`src/rtl/spi_ctrl_pkg.sv`:
```
// Shared definitions for the SPI register-access controllers.
//
// Contents:
//   state_t      - sequencer states used by spi_frame_arbiter
//   INSTR_RW_BIT - bit position of the read/write flag in the instruction byte
//   ADDR_W       - register address width carried in the instruction byte
package spi_ctrl_pkg;

    typedef enum logic [2:0] {
        IDLE,
        ARB,
        SEND,
        WAIT_RX,
        DONE,
        GAP
    } state_t;

    localparam int INSTR_RW_BIT = 7;
    localparam int ADDR_W       = 7;

endpackage

```
`src/rtl/rr_arbiter.sv`:
```
// Combinational round-robin picker shared by the bus controllers.
//
// Ports:
//   req    [N-1:0]     - request vector
//   rr_ptr [PTR_W-1:0] - index searched first; the search wraps modulo N
//   gnt    [N-1:0]     - one-hot winner, all zero when no request is set
module rr_arbiter #(
    parameter int N     = 4,
    parameter int PTR_W = (N > 1) ? $clog2(N) : 1
) (
    input  logic [N-1:0]     req,
    input  logic [PTR_W-1:0] rr_ptr,
    output logic [N-1:0]     gnt
);

    logic             found;
    logic [PTR_W-1:0] idx;

    // Walk the requests starting at rr_ptr; the first set one wins.
    always_comb begin
        gnt   = '0;
        found = 1'b0;
        idx   = '0;
        for (int i = 0; i < N; i++) begin
            idx = PTR_W'((int'(rr_ptr) + i) % N);
            if (!found && req[idx]) begin
                gnt[idx] = 1'b1;
                found    = 1'b1;
            end
        end
    end

endmodule

```
`src/rtl/spi_frame_arbiter.sv`:
```
// Round-robin sequencer sharing one byte-oriented SPI master engine between
// NUM_REQ register-access requesters. Each grant becomes one frame of an
// instruction byte {rw, addr} followed by DATA_BYTES write bytes (MSB first),
// offered through a show-ahead source (spi_data / spi_empty / spi_rdreq).
// Returned bytes 1..DATA_BYTES are assembled into rdata; byte 0 is dropped.
//
// Ports:
//   sys_clk, n_rst           - clock, asynchronous active-low reset
//   req, req_rw              - per-requester request and read(1)/write(0)
//   req_addr, req_wdata      - per-requester address and write data
//   gnt, done, err, rdata    - grant, completion pulse, timeout flag, read data
//   busy                     - sequencer not idle
//   spi_data, spi_empty      - byte offered to the engine, nothing pending
//   spi_rdreq                - engine consumed spi_data
//   spi_rx_byte/spi_rx_valid - byte received by the engine and its strobe
module spi_frame_arbiter
    import spi_ctrl_pkg::*;
#(
    parameter int NUM_REQ    = 4,
    parameter int DATA_BYTES = 2,
    parameter int GAP_CYCLES = 2,
    parameter int TIMEOUT    = 255
) (
    input  logic                             sys_clk,
    input  logic                             n_rst,
    input  logic [NUM_REQ-1:0]               req,
    input  logic [NUM_REQ-1:0]               req_rw,
    input  logic [NUM_REQ*ADDR_W-1:0]        req_addr,
    input  logic [NUM_REQ*DATA_BYTES*8-1:0]  req_wdata,
    output logic [NUM_REQ-1:0]               gnt,
    output logic [NUM_REQ-1:0]               done,
    output logic                             err,
    output logic [DATA_BYTES*8-1:0]          rdata,
    output logic                             busy,
    output logic [7:0]                       spi_data,
    output logic                             spi_empty,
    input  logic                             spi_rdreq,
    input  logic [7:0]                       spi_rx_byte,
    input  logic                             spi_rx_valid
);

    localparam int DW          = DATA_BYTES * 8;
    localparam int PTR_W       = (NUM_REQ > 1) ? $clog2(NUM_REQ) : 1;
    localparam int FRAME_BYTES = DATA_BYTES + 1;

    state_t           state;
    logic [PTR_W-1:0] rr_ptr;
    logic [NUM_REQ-1:0] arb_gnt;
    logic [PTR_W-1:0] win_idx;
    logic             sel_rw;
    logic [ADDR_W-1:0] sel_addr;
    logic [DW-1:0]    sel_wdata;
    logic [7:0]       instr;
    logic [DW-1:0]    wshift;
    logic [DW-1:0]    rx_shift;
    logic [DW-1:0]    rx_shift_nxt;
    logic [2:0]       byte_idx;
    logic [2:0]       rx_cnt;
    logic [2:0]       rx_cnt_nxt;
    logic [7:0]       tmo_cnt;
    logic [7:0]       gap_cnt;
    logic             rdreq_take;
    logic             rx_take;
    logic             timeout_hit;

    rr_arbiter #(
        .N     (NUM_REQ),
        .PTR_W (PTR_W)
    ) u_rr_arbiter (
        .req    (req),
        .rr_ptr (rr_ptr),
        .gnt    (arb_gnt)
    );

    // Mux out the winner's fields so ARB can latch them in one cycle.
    always_comb begin
        win_idx   = '0;
        sel_rw    = 1'b0;
        sel_addr  = '0;
        sel_wdata = '0;
        for (int i = 0; i < NUM_REQ; i++) begin
            if (arb_gnt[i]) begin
                win_idx   = PTR_W'(i);
                sel_rw    = req_rw[i];
                sel_addr  = req_addr[i*ADDR_W +: ADDR_W];
                sel_wdata = req_wdata[i*DW +: DW];
            end
        end
        instr                = '0;
        instr[INSTR_RW_BIT]  = sel_rw;
        instr[ADDR_W-1:0]    = sel_addr;
    end

    // Engine handshakes only count in the states that own the engine. The
    // receive counter saturates at a full frame so extra strobes are dropped.
    always_comb begin
        rdreq_take   = spi_rdreq && (state == SEND);
        rx_take      = spi_rx_valid && ((state == SEND) || (state == WAIT_RX))
                       && (rx_cnt != 3'(FRAME_BYTES));
        rx_cnt_nxt   = rx_cnt + 3'(rx_take);
        rx_shift_nxt = rx_shift;
        if (rx_take && (rx_cnt != 3'd0)) begin
            rx_shift_nxt = (rx_shift << 8) | DW'(spi_rx_byte);
        end
        timeout_hit  = !(spi_rdreq || spi_rx_valid) && (tmo_cnt == 8'(TIMEOUT - 1));
    end

    // Frame sequencer with registered outputs. The write data is held in a
    // shift register so the next byte is always at the top.
    always_ff @(posedge sys_clk or negedge n_rst) begin
        if (!n_rst) begin
            state     <= IDLE;
            rr_ptr    <= '0;
            gnt       <= '0;
            done      <= '0;
            err       <= 1'b0;
            rdata     <= '0;
            busy      <= 1'b0;
            spi_data  <= '0;
            spi_empty <= 1'b1;
            wshift    <= '0;
            rx_shift  <= '0;
            byte_idx  <= '0;
            rx_cnt    <= '0;
            tmo_cnt   <= '0;
            gap_cnt   <= '0;
        end else begin
            done <= '0;
            case (state)
                IDLE: begin
                    if (|req) begin
                        state <= ARB;
                        busy  <= 1'b1;
                    end
                end
                ARB: begin
                    // A request withdrawn before the pick simply returns to IDLE.
                    if (|arb_gnt) begin
                        gnt       <= arb_gnt;
                        rr_ptr    <= (win_idx == PTR_W'(NUM_REQ - 1)) ? '0 : win_idx + 1'b1;
                        spi_data  <= instr;
                        wshift    <= sel_wdata;
                        spi_empty <= 1'b0;
                        byte_idx  <= '0;
                        rx_cnt    <= '0;
                        rx_shift  <= '0;
                        tmo_cnt   <= '0;
                        state     <= SEND;
                    end else begin
                        state <= IDLE;
                        busy  <= 1'b0;
                    end
                end
                SEND, WAIT_RX: begin
                    rx_cnt   <= rx_cnt_nxt;
                    rx_shift <= rx_shift_nxt;
                    if (spi_rdreq || spi_rx_valid) begin
                        tmo_cnt <= '0;
                    end else begin
                        tmo_cnt <= tmo_cnt + 8'd1;
                    end
                    if (timeout_hit) begin
                        state     <= DONE;
                        done      <= gnt;
                        err       <= 1'b1;
                        gnt       <= '0;
                        spi_empty <= 1'b1;
                        tmo_cnt   <= '0;
                    end else if ((state == WAIT_RX) && (rx_cnt_nxt == 3'(FRAME_BYTES))) begin
                        state   <= DONE;
                        done    <= gnt;
                        err     <= 1'b0;
                        gnt     <= '0;
                        rdata   <= rx_shift_nxt;
                        tmo_cnt <= '0;
                    end else if (rdreq_take) begin
                        if (byte_idx == 3'(DATA_BYTES)) begin
                            spi_empty <= 1'b1;
                            state     <= WAIT_RX;
                        end else begin
                            byte_idx <= byte_idx + 3'd1;
                            spi_data <= wshift[DW-1 -: 8];
                            wshift   <= wshift << 8;
                        end
                    end
                end
                DONE: begin
                    state   <= GAP;
                    gap_cnt <= '0;
                end
                GAP: begin
                    if (gap_cnt == 8'(GAP_CYCLES - 1)) begin
                        state   <= IDLE;
                        busy    <= 1'b0;
                        gap_cnt <= '0;
                    end else begin
                        gap_cnt <= gap_cnt + 8'd1;
                    end
                end
                default: begin
                    state <= IDLE;
                end
            endcase
        end
    end

endmodule

```
`config.mk`:
```
export PLATFORM = sky130hd
export DESIGN_NAME = spi_frame_arbiter
export DESIGN_NICKNAME = d
export VERILOG_FILES = /design/src/rtl/spi_ctrl_pkg.sv /design/src/rtl/rr_arbiter.sv /design/src/rtl/spi_frame_arbiter.sv
export SDC_FILE = /design/constraint.sdc
export NUM_CORES = 1
export LEC_CHECK = 0
export ABC_AREA = 1
export CAP_MARGIN = 20
export CORE_MARGIN = 1
export CORE_UTILIZATION = 50
export CTS_CLUSTER_SIZE = 14
export DETAILED_ROUTE_END_ITERATION = 10
export GPL_TIMING_DRIVEN = 0
export PLACE_DENSITY = 0.88
export REMOVE_ABC_BUFFERS = 1
export SYNTH_ARGS = -nofsm -noshare
export SYNTH_HDL_FRONTEND = slang
export SYNTH_SLANG_ARGS = --single-unit
```
`constraint.sdc`:
```
create_clock -name sys_clk -period 3.02 [get_ports sys_clk]
set_input_delay 0.453 -clock sys_clk [delete_from_list [all_inputs] [get_ports sys_clk]]
set_output_delay 0.453 -clock sys_clk [all_outputs]
set_load 0.02 [all_outputs]
```
==> reports/metrics.yaml <==
detail-route-antenna-nets: 0
synth_area_leader_cell: "dfrtp_1"
crit_path_end_kind: "flop"
critical_path.endpoint: "wshift[7]"
post-route-min-period_ps: 2890
place_inst: 1104
insertion_delay_ps: 350
maxCapViolations: 0
dp_hpwl_mm: 11.1
grt-ovfl-total: 0
slowest_stage: "dfrtp_2"
fin_cells: 1148
vias: 6225
yosys-top-cells-area: "dfrtp_1, nand2_1, inv_1"
r2r_start: "rr_ptr[0]"
worst-path-max-fanout: 16
routed_via_density: 5.42
cp.arrival_ps: 3130
core_area_um2: 11600
total_leakage_power_uw: 0.00404
period_share: 0.959
fp.dieW_um: 112
cts-buffers-inserted: 9
ys_ff_latch: 94
drive_gt1_frac: 0.0857
crit_required_ps: 3250
slew_violations: 0
syn2layout_area_growth_pct: 35.7
wl_per_cell_um: 15.6
synthTopCellsByCount: "nand2_1, inv_1, dfrtp_1, nor2_1, nand3_1"
rrSetupSlack_ps: 130
syn_area_per_cell_um2: 7.10
drc: 18
design_area_um2: 8140
dpl_cell_area_um2: 7520
r2r-end: "wshift[7]"
die-area_um2: 12400
rows: 39
cts_tree: "built"
synth.distinct_cells: 42
path_class: "flop to flop"
gp_congestion: 0.913
postCtsHoldBufs: 0
maxSlewHeadroom: 0.309
setup-violations-final: 0
synth_area_um2: 6000
synth_edf_count: 0
synthArstFlopShare: 1.00
cts_root_buffer: "clkbuf_16"
violations: "DRC"
boundaryPins: 147
startpoint: "rr_ptr[0]"
crit_path_cell_trace: "inv_2 > ha_1 > inv_1 > nand3_1 > nand2_1 > nand2_4 > nor2_2 > nand2_1 > nand3b_4 > nor2_4 > nand2_2 > nand2_8 > nand2_8 > nand2_4 > nand2_1 > nand2_1"
ys.flop_type: "dfrtp_1"
startpoint_type: "flop"
grt_util_all_layers: 0.281
critical_path.max_stage_delay_ps: 440
drt_pass1_iterations: 9
drt_wl_total_mm: 18.0
ff2ff_path_depth: 16
grt_pass1_wl_mm: 28.1
synth.most_common_cell: "nand2_1"
setup_ws_ps: 125
htree_levels: 3
nets: 1125
synth_top_area_share: 0.388
cts_sinks: 94
pre_cts_slack_ps: -1020
grt_max_degree: 56
grt_pass1_vias: 5805
synth.yosys.warnings: 0
max_freq_mhz: 345
clk_path_buf_depth: 2
crit_top_cell: "nand2_1"
antenna_found_initial: 1
finalHoldViolCount: 0
port_buffers: 146
outcome: "finished with violations"
ys_seq_area_frac: 0.392
tightest_slew_ps: 1040
skew_ps: 7.24
ir_drop_v: 0.000610
path_clk_slew_ps: 70
drt_iter0_markers: 567
p_per_area_nw_per_um2: 1170
syn_inst: 845
initial_core_util: 0.519
hold_class: "input port to asynchronous set/reset pin"
die_y_um: 112
logic make-up (layout without fill, tap and decap cells):
kind of cell,count (synthesis),in the layout,share of synthesized area
and+or+nand+nor,428,433,0.316
buffers and inverters,159,313,0.111
AOI/OAI and AO/OA,143,143,0.142
DFF,94,94,0.392
adders and majority gates,14,14,0.0292
xor gates and xnor gates,7,7,0.0102
other,0,1,0
layer usage:
layer | share of wire | GRT usage
met4 | 0.031 | 0.0973
met3 | 0.090 | 0.0631
met5 | 0 | 0
met1 | 0.39 | 0.345
met2 | 0.49 | 0.488
layout make-up:
class / instances / area, um^2
repair buffers: 170 / 1700
well taps: 143 / 179
clock inverters: 7 / 58.8
fillers: 908 / 3420
clock buffers: 9 / 225
multi-input cells: 597 / 3140
repair inverters: 1 / 7.51
flip-flops and latches: 94 / 2360
diodes: 1 / 2.50
inverters: 126 / 479
per-stage QoR:
step / hold WS (ps) / TNS (ps) / total power (uW) / utilization
3_3_place_gp: 459 / -250170 / 7410 / 0.645
2_1_floorplan: 157 / -755 / 5830 / -
6_report: 80.9 / 0 / 9540 / 0.704
5_1_grt: 125 / -98.8 / 10300 / 0.704
4_1_cts: 93.7 / 0 / 9110 / 0.689
3_5_place_dp: 465 / -64770 / 7570 / 0.650
timing repair:
action                     CTS  global route
setup endpoints to repair   86            58
pin swaps                    6             4
buffers inserted             7            14
gates cloned                 2             4
gates resized for setup     13             7
worst max-delay path: cells and delay by family, from the launching register on:
family,cells,cell delay (ps)
DFF,1,440
buffers and inverters,2,290
adders and majority gates,1,310
and+or+nand+nor,13,1720
cells in the final DEF, fill, tap and decap left out, drive strengths merged, types with 11 or more instances in the layout:
| cell | Yosys | routed |
|---|---|---|
| a21boi | 16 | 16 |
| dfrtp | 93 | 93 |
| buf | 22 | 25 |
| inv | 126 | 127 |
| nand3 | 72 | 73 |
| o21ai | 35 | 35 |
| nand2 | 247 | 249 |
| clkdlybuf4s50 | 0 | 145 |
| o21bai | 16 | 16 |
| nor2 | 85 | 86 |
| o22ai | 20 | 20 |
| nor3 | 11 | 11 |
| ha | 14 | 14 |
| a21oi | 49 | 49 |
flip-flops by register name (all words and copies together), names as in the netlist:
signal	cells
busy	1
byte_idx	3
done	4
err	1
gap_cnt	8
gnt	4
rdata	16
rr_ptr	2
rx_cnt	3
rx_shift	16
spi_data	8
spi_empty	1
state	3
tmo_cnt	8
wshift	16
how the worst min path moves through the flow:
| stage | startpoint | end | slack [ps] | cells past startpoint |
|---|---|---|---|---|
| after floorplan | n_rst | busy | 160 | 0 |
| after global placement | wshift[0] | wshift[0] | 460 | 2 |
| after detailed placement | spi_data[5] | spi_data[5] | 460 | 2 |
| after CTS | n_rst | rdata[10] | 90 | 1 |
| after global routing | n_rst | rdata[10] | 130 | 1 |
| final | n_rst | rdata[10] | 80 | 1 |
power by group:
| group | switching [uW] | internal [uW] | leakage (uW) |
|---|---|---|---|
| Combinational | 4110 | 2310 | 0.00271 |
| Sequential | 282 | 1740 | 0.00120 |
| Clock | 526 | 570 | 0.000138 |
| Total | 4920 | 4620 | 0.00404 |
Power figures use the tool's default switching activity.
